==> config.mk <==
export PLATFORM = sky130hd
export DESIGN_NAME = mem_db_ctrl
export DESIGN_NICKNAME = d
export VERILOG_FILES = /design/src/rtl/mem_db_ctrl_pkg.sv /design/src/rtl/mem_db_rd_skid.sv /design/src/rtl/mem_db_ctrl.sv
export SDC_FILE = /design/constraint.sdc
export NUM_CORES = 1
export LEC_CHECK = 0
export ABC_AREA = 1
export BUFFER_PORTS_ARGS = -buffer_cell sky130_fd_sc_hd__buf_4
export CORE_ASPECT_RATIO = 1.5
export CORE_MARGIN = 2
export CORE_UTILIZATION = 40
export CTS_BUF_LIST = sky130_fd_sc_hd__clkbuf_8
export DETAILED_ROUTE_END_ITERATION = 7
export PLACE_DENSITY = 0.78
export SYNTH_ARGS = -nofsm -noshare
export SYNTH_HDL_FRONTEND = slang
export SYNTH_SLANG_ARGS = --single-unit
==> constraint.sdc <==
create_clock -name clk -period 4.4 [get_ports clk]
set_input_delay 0.88 -clock clk [delete_from_list [all_inputs] [get_ports clk]]
set_output_delay 0.88 -clock clk [all_outputs]
set_load 0.01 [all_outputs]
==> src/rtl/mem_db_ctrl_pkg.sv <==
// Shared constants and helpers for the mem_db ping-pong controller.
package mem_db_ctrl_pkg;

  // mem_sw value that routes writes to bank0 and reads from bank1
  localparam logic SW_WR_BANK0 = 1'b1;

  localparam int unsigned SKID_DEPTH = 2;

  // Pointer width able to hold every address of a bank, at least one bit
  function automatic int unsigned ptr_bit(input int unsigned depth);
    return (depth > 1) ? $clog2(depth) : 1;
  endfunction

endpackage

==> src/rtl/mem_db_rd_skid.sv <==
// Two-entry fall-through FIFO for read data returning from mem_db.
// An arriving word is visible at the head in the same cycle it arrives.
module mem_db_rd_skid
  import mem_db_ctrl_pkg::*;
#(
  parameter int unsigned W = 65
) (
  input  logic         clk,
  input  logic         rst,
  input  logic         push_i,
  input  logic [W-1:0] push_data_i,
  input  logic         pop_i,
  output logic         head_valid_o,
  output logic [W-1:0] head_data_o,
  output logic [1:0]   count_o
);

  logic [W-1:0] mem_q [SKID_DEPTH];
  logic         wr_ptr_q, rd_ptr_q;
  logic [1:0]   cnt_q;
  logic         empty, store, take;

  assign empty        = (cnt_q == 2'd0);
  assign head_valid_o = !empty | push_i;
  assign head_data_o  = empty ? push_data_i : mem_q[rd_ptr_q];
  assign count_o      = cnt_q;

  // A word consumed in its arrival cycle bypasses the storage entirely
  assign store = push_i & !(empty & pop_i);
  assign take  = pop_i & !empty;

  always_ff @(posedge clk or negedge rst) begin
    if (!rst) begin
      wr_ptr_q <= 1'b0;
      rd_ptr_q <= 1'b0;
      cnt_q    <= 2'd0;
    end else begin
      if (store) wr_ptr_q <= ~wr_ptr_q;
      if (take)  rd_ptr_q <= ~rd_ptr_q;
      cnt_q <= cnt_q + {1'b0, store} - {1'b0, take};
    end
  end

  always_ff @(posedge clk) begin
    if (store) mem_q[wr_ptr_q] <= push_data_i;
  end

endmodule

==> src/rtl/mem_db_ctrl.sv <==
// Ping-pong sequencer for one mem_db double buffer: the producer fills the
// write bank tile by tile while the consumer drains the read bank.
module mem_db_ctrl
  import mem_db_ctrl_pkg::*;
#(
  parameter int unsigned DATA_BIT = 64,
  parameter int unsigned DEPTH    = 1024,
  parameter int unsigned ADDR_BIT = ptr_bit(DEPTH),
  parameter int unsigned TILE_LEN = DEPTH
) (
  input  logic                clk,
  input  logic                rst,
  input  logic                in_valid,
  output logic                in_ready,
  input  logic [DATA_BIT-1:0] in_data,
  output logic                out_valid,
  input  logic                out_ready,
  output logic [DATA_BIT-1:0] out_data,
  output logic                out_last,
  output logic                mem_sw,
  output logic [ADDR_BIT-1:0] mem_waddr,
  output logic                mem_wen,
  output logic [DATA_BIT-1:0] mem_wdata,
  output logic [ADDR_BIT-1:0] mem_raddr,
  output logic                mem_ren,
  input  logic [DATA_BIT-1:0] mem_rdata,
  output logic [1:0]          full_cnt
);

  localparam logic [ADDR_BIT-1:0] LAST_PTR = ADDR_BIT'(TILE_LEN - 1);

  logic [ADDR_BIT-1:0] wr_ptr_q, wr_ptr_d, rd_ptr_q, rd_ptr_d;
  logic                wr_full_q, wr_full_d, rd_full_q, rd_full_d;
  logic                sw_q, sw_d;
  logic [1:0]          full_cnt_q, full_cnt_d;
  logic                infl_q, infl_last_q;
  logic [1:0]          skid_cnt;
  logic [2:0]          occ;
  logic                wr_acc, rd_issue, swap;
  logic [DATA_BIT:0]   head_data;

  assign in_ready  = !wr_full_q;
  assign wr_acc    = in_valid & in_ready;
  assign mem_wen   = wr_acc;
  assign mem_waddr = wr_ptr_q;
  assign mem_wdata = in_data;

  // Words already buffered plus the one returning from mem_db must fit the skid
  assign occ      = {1'b0, skid_cnt} + {2'b00, infl_q};
  assign rd_issue = rd_full_q & (occ < 3'(SKID_DEPTH));
  assign mem_ren  = rd_issue;
  assign mem_raddr = rd_ptr_q;

  assign swap     = wr_full_q & !rd_full_q;
  assign mem_sw   = sw_q;
  assign full_cnt = full_cnt_q;

  always_comb begin
    wr_ptr_d  = wr_ptr_q;
    wr_full_d = wr_full_q;
    rd_ptr_d  = rd_ptr_q;
    rd_full_d = rd_full_q;
    sw_d      = sw_q;
    if (wr_acc) begin
      if (wr_ptr_q == LAST_PTR) begin
        wr_ptr_d  = '0;
        wr_full_d = 1'b1;
      end else begin
        wr_ptr_d = wr_ptr_q + ADDR_BIT'(1);
      end
    end
    // Bank is released on its last issue; that word is still in flight
    if (rd_issue) begin
      if (rd_ptr_q == LAST_PTR) begin
        rd_ptr_d  = '0;
        rd_full_d = 1'b0;
      end else begin
        rd_ptr_d = rd_ptr_q + ADDR_BIT'(1);
      end
    end
    // Swap never coincides with a write or read, so it simply overrides
    if (swap) begin
      sw_d      = !sw_q;
      rd_full_d = 1'b1;
      wr_full_d = 1'b0;
      rd_ptr_d  = '0;
    end
    full_cnt_d = {1'b0, wr_full_d} + {1'b0, rd_full_d};
  end

  always_ff @(posedge clk or negedge rst) begin
    if (!rst) begin
      wr_ptr_q    <= '0;
      rd_ptr_q    <= '0;
      wr_full_q   <= 1'b0;
      rd_full_q   <= 1'b0;
      sw_q        <= SW_WR_BANK0;
      full_cnt_q  <= 2'd0;
      infl_q      <= 1'b0;
      infl_last_q <= 1'b0;
    end else begin
      wr_ptr_q    <= wr_ptr_d;
      rd_ptr_q    <= rd_ptr_d;
      wr_full_q   <= wr_full_d;
      rd_full_q   <= rd_full_d;
      sw_q        <= sw_d;
      full_cnt_q  <= full_cnt_d;
      infl_q      <= rd_issue;
      infl_last_q <= rd_issue & (rd_ptr_q == LAST_PTR);
    end
  end

  mem_db_rd_skid #(.W(DATA_BIT + 1)) u_skid (
    .clk         (clk),
    .rst         (rst),
    .push_i      (infl_q),
    .push_data_i ({infl_last_q, mem_rdata}),
    .pop_i       (out_valid & out_ready),
    .head_valid_o(out_valid),
    .head_data_o (head_data),
    .count_o     (skid_cnt)
  );

  assign out_last = head_data[DATA_BIT];
  assign out_data = head_data[DATA_BIT-1:0];

endmodule

==> results of run 1 <==
[sequential cells by signal, summed over array words and instances (netlist names)]
register         count
full_cnt             2
infl_q               1
rd_full_q            1
infl_last_q          1
u_skid.count_o       2
u_skid.wr_ptr_q      1
mem_sw               1
wr_full_q            1
u_skid.rd_ptr_q      1
mem_raddr           10
u_skid.mem_q       130
mem_waddr           10
[cells in the final DEF (no fill, tap or decap), types with 2 or more instances in the layout]
cell,Yosys,layout
a21oi_1,5,5
buf_12,0,3
buf_4,70,161
bufinv_16,0,3
clkbuf_8,0,17
clkinv_2,0,2
clkinv_4,0,4
dfrtp_1,30,29
edfxtp_1,130,130
ha_1,5,5
inv_1,89,89
inv_2,5,4
inv_6,0,4
nand2_1,172,172
nand2_2,4,4
nand3_1,18,18
nand4_1,4,4
nor2_1,14,12
nor2_2,5,5
nor2_4,4,6
nor3_1,2,2
o21ai_0,107,107
o21ai_1,15,15
o21ai_2,15,15
o22ai_1,3,3
or2_2,2,2
xnor2_1,4,4
xor2_1,7,7
[per-stage QoR]
stage	hold WS [ps]	instances	setup WS [ps]	util, %	instance area, sq um
after floorplan	442.4	737	34.59	-	7650
after global placement	475.9	1064	1627	45.19	8554
after detailed placement	480.4	1064	1543	45.19	8554
after CTS	335.3	1096	1238	47.39	8970
after global routing	349.2	1096	1100	47.39	8970
final	350.3	1097	1299	47.40	8972
[power by group through the flow]
stage | clock [mW] | sequential (mW) | combinational (mW)
6_report | 1.12 | 2.39 | 2.74
5_1_grt | 1.22 | 2.45 | 3.05
4_1_cts | 1.16 | 2.40 | 2.80
3_5_place_dp | 0 | 2.43 | 2.80
3_3_place_gp | 0 | 2.41 | 2.74
2_1_floorplan | 0 | 2.39 | 1.72
[layout make-up]
type	instances	area, sq um	area share (%)
Antenna cell	1	2.502	0.02789
Clock buffer	17	234.0	2.608
Clock inverter	15	181.4	2.022
Inverter	94	355.3	3.960
Multi-Input combinational cell	389	1926	21.46
Sequential cell	161	4684	52.21
Tap cell	256	320.3	3.570
Timing Repair Buffer	164	1269	14.14
[worst register-to-register path: cells and delay by family, from the launching register on]
kind / cells / cell delay [ps]
buffers and inverters: 2 / 400
AO/OA/AOI/OAI: 1 / 250
flip-flops: 1 / 370
AND/OR/NAND/NOR: 2 / 840
[layer usage]
metal,vias to the layer above,wire length [um]
li1,2551,-
met1,2245,5780
met2,160,8208
met3,30,1063
met4,0,420
met5,-,0
[how the worst min path moves through the flow]
stage,from,endpoint,slack [ps],depth (start not counted)
final,rst,mem_raddr[9],350,1
after global routing,rst,mem_raddr[9],350,1
after CTS,rst,mem_raddr[9],340,1
after detailed placement,infl_last_q,u_skid.mem_q[1][64],480,0
after global placement,infl_last_q,u_skid.mem_q[0][64],480,0
after floorplan,infl_last_q,u_skid.mem_q[0][64],440,0
[kinds of logic after synthesis]
group / count (synthesis) / synth area share (%)
compound gates: 146 / 10.37
buf+inv: 187 / 13.84
flops: 161 / 61.19
xor+xnor: 11 / 1.259
fa+ha+maj: 5 / 0.8178
simple gates: 227 / 12.53
==> impl_metrics.csv, run 1 <==
group,metric,value,unit
critical_path,cpMostUsedCell,"buf_4",
grt,overflow,0,
synth,ys_seq_area_share,61.19,%
critical_path,crit_buf_inv,4,
synth,synth_cell_type_count,29,
critical_path,crit_path_end,"out_data[3]",
critical_path,path_depth,7,
critical_path,end_kind,"output port",
power,p_sw,2.375,mW
power,p_int,3.884,mW
clock_tree,cts.reportedPaths.clkPinSlew,90,ps
critical_path,cp_top_family,"buffers and inverters",
critical_path,r2r-end,"u_skid.mem_q[0][7]",
layout,drive_gt1_share,28.10,%
power,power_leakage,3.786,nW
placed_design,dp_hpwl,10950,um
clock_tree,clock_latency,450,ps
grt,grt_usage,15.49,%
clock_tree,post_cts_buffers,0,
clock_tree,cts_buffers,17,
power,combPwrFrac,43.8,%
sta,drv_slew,0,
sta,finalSetupViolCount,0,
critical_path,r2r-start,"u_skid.count_o[1]",
synth,synth.area.top_cells,"edfxtp_1 (51%), dfrtp_1 (9.8%), nand2_1 (8.4%)",
clock_tree,clkSinkCount,161,
drt,routed_wl,15470,um
drt,vias_per_cell,4.545,
critical_path,cp-start-kind,"flip-flop",
hold_path,hold_class,"input port to asynchronous set/reset pin",
critical_path,reg2regPathDepth,5,
grt,antenna_found_initial,1,
synth,synth.net_count,874,
drt,drtIter0Drc,231,
clock_tree,cts_resized,0,
power,p_clk_share,17.9,%
critical_path,crit_path_cell_trace,"inv_1 -> nand2_2 -> inv_4 -> buf_4 -> nand2_1 -> o21ai_1 -> buf_4",
critical_path,critPathSlowestCell,"buf_4",
die,dieWidth,116.9,um
sta,fin_skew,8.352,ps
critical_path,worstPathMaxFanout,48,
synth,synth_area_leader_cell,"edfxtp_1",
critical_path,cp_slowest_stage_delay,450,ps
synth,async_flop_share,19.25,%
grt,grt_start_max_net_pins,84,
synth,synthesis.area,0.007650,sq mm
synth,synth_top_area_share,51.03,%
grt,grtUsageMet1,16.65,%
critical_path,arrival,2220,ps
sta,finalCritPeriodShare,70.47,%
die,design.core.area,0.01893,sq mm
clock_tree,holdBufCountCts,0,
grt,globalRouteMet2Util,26.78,%
synth,synth.most_common_cell,"nand2_1",
drt,drt_pass1_iterations,4,
die,core.rowCount,62,
grt,grt_pass1_wl,23970,um
placed_design,routabilityCongestion,0.8071,
power,power.total,6.259,mW
clock_tree,clockBufferDepth,2,
drt,route.detailed.drc,0,
critical_path,r2r_slack,2180,ps
power,power_frac_seq,38.2,%
synth,ys_ff_latch,161,
synth,synth-main-ff-cell,"edfxtp_1",
sta,tightest_slew,856.5,ps
sta,fmax,322.5,MHz
synth,netlist_instances,737,
power,peakVddDrop,0.0003507,V
critical_path,critPathLaunch,"u_skid.count_o[1]",
grt,met3_usage,5.699,%
sta,hold_viol,0,
drt,postRouteAntennaNets,0,
grt,first_global_vias,4769,
sta,finalSetupTns,0,ps
synth,avgSynthCellArea,10.38,sq um
layout,fin_nets,964,
synth,synth_edf_count,130,
layout,area_growth,17.29,%
critical_path,crit_type,"flip-flop to output port",
power,cellPowerDensity,697.6,mW/mm^2
job,drv_cap,0,
layout,nFillCells,1767,
die,die-area,0.02027,sq mm
synth,synth_common_cells,"nand2_1 (172), edfxtp_1 (130), o21ai_0 (107)",
die,ios,288,
die,start_util,40.42,%
drt,drt-wirelength-per-cell,14.10,um
clock_tree,cts_root_buf,"clkbuf_8",
synth,synth_warnings,0,
drt,num_vias,4986,
sta,slew-limit-headroom,42.77,%
clock_tree,cts_tree,"built",
sta,rsz0062_at_grt,"no",
grt,grt_busiest_layer,"met2",
sta,period_minus_slack,3101,ps
placed_design,io_buffer_count,159,
critical_path,crit_required,3520,ps
clock_tree,htreeDepth,4,
power,sw_frac_of_total,37.94,%
outcome,status,"complete, no violations",
die,die_h,173.4,um
No activity file was read; power rests on OpenSTA's default activity.
==> inputs of run 2 (changes only) <==
--- a/config.mk
+++ b/config.mk
@@ -5,14 +5,14 @@
 export SDC_FILE = /design/constraint.sdc
 export NUM_CORES = 1
 export LEC_CHECK = 0
-export ABC_AREA = 1
+export ABC_AREA = 0
 export BUFFER_PORTS_ARGS = -buffer_cell sky130_fd_sc_hd__buf_4
 export CORE_ASPECT_RATIO = 1.5
 export CORE_MARGIN = 2
 export CORE_UTILIZATION = 40
 export CTS_BUF_LIST = sky130_fd_sc_hd__clkbuf_8
 export DETAILED_ROUTE_END_ITERATION = 7
-export PLACE_DENSITY = 0.78
+export PLACE_DENSITY = 0.79
 export SYNTH_ARGS = -nofsm -noshare
 export SYNTH_HDL_FRONTEND = slang
 export SYNTH_SLANG_ARGS = --single-unit
==> constraint.sdc (replaced) <==
create_clock -name clk -period 3.1 [get_ports clk]
set_input_delay 0.62 -clock clk [delete_from_list [all_inputs] [get_ports clk]]
set_output_delay 0.62 -clock clk [all_outputs]
set_load 0.01 [all_outputs]
==> run 2 against run 1 <==
  * Critical path depth is 2 lower
  * Largest power group is now sequential cells
  * Routed wire length is 11% lower
  * First-iteration DRC count is 9.1% lower
==> impl_metrics.csv, run 2 <==
group,metric,value,unit
critical_path,r2r-start,"u_skid.count_o[1]",
synth,synthesis.area,0.007194,sq mm
drt,wl_met2,7370,um
layout,area_growth,18.63,%
synth,synth-main-ff-cell,"edfxtp_1",
synth,synth_top_family_by_area,"multiplexers",
critical_path,r2r_slack,950,ps
clock_tree,cts.reportedPaths.clkPinSlew,80,ps
sta,fmax,379.0,MHz
synth,synth-xor-area-share,1.583,%
synth,async_flop_share,19.25,%
critical_path,r2r-end,"u_skid.count_o[1]",
synth,synth-compound-area-share,6.296,%
clock_tree,post_cts_buffers,0,
synth,avgSynthCellArea,12.92,sq um
synth,synth_warnings,0,
grt,grt_start_max_net_pins,77,
sta,slew-limit-headroom,58.92,%
layout,multiInputGateArea,0.001917,sq mm
drt,met1Wirelength,5486,um
synth,synthSimpleGateAreaFrac,8.348,%
drt,route.detailed.drc,0,
synth,synth_cell_type_count,41,
grt,first_global_vias,4415,
layout,largest_register,"u_skid.mem_q",
placed_design,placed_area,0.008178,sq mm
sta,tightest_slew,615.0,ps
synth,ys_seq_area_share,65.06,%
synth,synth.net_count,694,
sta,finalSetupViolCount,0,
synth,synthMuxAreaShare,9.322,%
clock_tree,holdBufCountCts,0,
job,drv_cap,0,
layout,regArea,0.004684,sq mm
grt,antenna_found_initial,0,
hold_path,hold_class,"input port to asynchronous set/reset pin",
drt,drt_pass1_iterations,4,
outcome,status,"complete, no violations",
sta,fin_ws,461.7,ps
critical_path,crit_required,2480,ps
grt,grt_pass1_wl,21870,um
drt,dr_wl_met3,546,um
die,dieWidth,113.5,um
drt,highest-signal-layer,"met4",
synth,synth_area_leader_cell,"edfxtp_1",
die,design.core.area,0.01779,sq mm
layout,drive_gt1_share,30.08,%
grt,grt_usage,14.71,%
layout,design_area,0.008534,sq mm
critical_path,crit_type,"flip-flop to output port",
synth,synth.area.top_cells,"edfxtp_1 (54%), dfrtp_1 (10%), mux2i_1 (9.3%)",
placed_design,pre_cts_ws,837.5,ps
synth,synth_edf_count,130,
clock_tree,cts_resized,0,
synth,netlist_instances,557,
critical_path,cp-start-kind,"flip-flop",
die,core.rowCount,60,
clock_tree,cts_tree,"built",
clock_tree,cts_root_buf,"clkbuf_8",
synth,synth_common_cells,"edfxtp_1 (130), nand2_1 (79), o21ai_0 (69)",
die,die-area,0.01910,sq mm
layout,largest_register_ffs,130,
placed_design,io_buffer_count,159,
synth,synth_top_area_share,54.26,%
placed_design,dp_hpwl,9547,um
layout,n_antenna_cell,0,
critical_path,end_kind,"output port",
sta,hold_viol,0,
die,die_h,168.3,um
drt,drt-wirelength-per-cell,15.65,um
synth,synth.most_common_cell,"edfxtp_1",
sta,finalSetupTns,0,ps
synth,ys_ff_latch,161,
clock_tree,clockBufferDepth,2,
power,cellPowerDensity,739.2,mW/mm^2
layout,nFillCells,1561,
grt,overflow,0,
power,power_leakage,3.435,nW
sta,drv_slew,0,
layout,final_common_cell,"buf_4",
critical_path,arrival,2020,ps
drt,postRouteAntennaNets,0,
sta,period_minus_slack,2638,ps
layout,layout_common_cells,"buf_4 (164), edfxtp_1 (130), nand2_1 (79)",
power,peakVddDrop,0.0004395,V
critical_path,reg2regPathDepth,8,
die,ios,288,
placed_design,routabilityCongestion,0.7994,
clock_tree,htreeDepth,4,
clock_tree,cts_buffers,17,
drt,routed_wl,13800,um
layout,fin_nets,791,
drt,drtIter0Drc,210,
drt,num_vias,4402,
clock_tree,clkSinkCount,161,
drt,vias_per_cell,4.991,
synth,synthAdderAreaFrac,0.8696,%
sta,finalCritPeriodShare,85.11,%
clock_tree,clock_latency,440,ps
die,start_util,40.44,%
critical_path,worstPathMaxFanout,76,
sta,rsz0062_at_grt,"no",
sta,fin_skew,12.54,ps
-- run 2: changes by cell type in the layout (fill, tap and decap cells not counted), sizes merged, moves of 3 or more --
cell / change
nor2b: +6
o21ai: -68
nor2: -12
inv: -88
a31oi: +4
o22ai: -3
xnor2: +3
and3: +5
mux2i: +67
nand3: -10
nand2: -98
or3: +4
-- run 2: layout make-up --
cell class,instances,share of cell area [%]
inverters,9,0.3958
repair buffers,166,14.90
multi-input cells,299,22.46
well taps,217,3.181
clock inverters,13,1.437
flip-flops and latches,161,54.89
clock buffers,17,2.742
-- run 2: cells by family after synthesis --
group                    Yosys count
flip-flops                       161
AND/OR/NAND/NOR                  130
buffers and inverters             97
AO/OA/AOI/OAI                     84
multiplexers                      67
XOR/XNOR                          13
adder cells (fa/ha/maj)            5
-- run 2: report_power, final --
group | internal (mW) | switching [mW] | leakage [nW]
Sequential | 2.40 | 0.122 | 1.58
Clock | 0.693 | 0.715 | 0.181
Combinational | 1.16 | 1.22 | 1.67
-- run 2: stage by stage --
stage	utilization (%)	std cells	hold slack [ps]	total power, mW
2_1_floorplan	-	557	324.4	3.922
3_3_place_gp	45.96	852	449.1	4.953
3_5_place_dp	45.96	852	454.0	4.987
4_1_cts	47.97	882	83.00	6.415
5_1_grt	47.97	882	106.5	6.693
6_report	47.97	882	105.5	6.309
-- run 2: how the worst max path moves through the flow --
stage                            startpoint                  end  slack [ps]  cells past startpoint
after floorplan           u_skid.count_o[1]   u_skid.mem_q[1][0]           9                      4
after global placement            out_ready  u_skid.mem_q[0][37]         900                      4
after detailed placement          out_ready  u_skid.mem_q[0][37]         840                      4
after CTS                 u_skid.count_o[1]         out_data[60]         400                      5
after global routing      u_skid.count_o[1]         out_data[60]         200                      5
final                     u_skid.count_o[1]         out_data[60]         460                      5
-- run 2: routing by layer --
layer / GRT usage, % / vias to the layer above
met5: 0 / -
met4: 8.271 / 0
met3: 3.168 / 31
met2: 26.32 / 137
met1: 15.92 / 2106
li1: - / 2128
-- run 2: worst max-delay path, cell delays in order (launching register included) --
cell,delay (ps)
dfrtp_1,480
nor2_4,160
buf_4,490
nand2_1,130
o21ai_0,120
buf_4,160
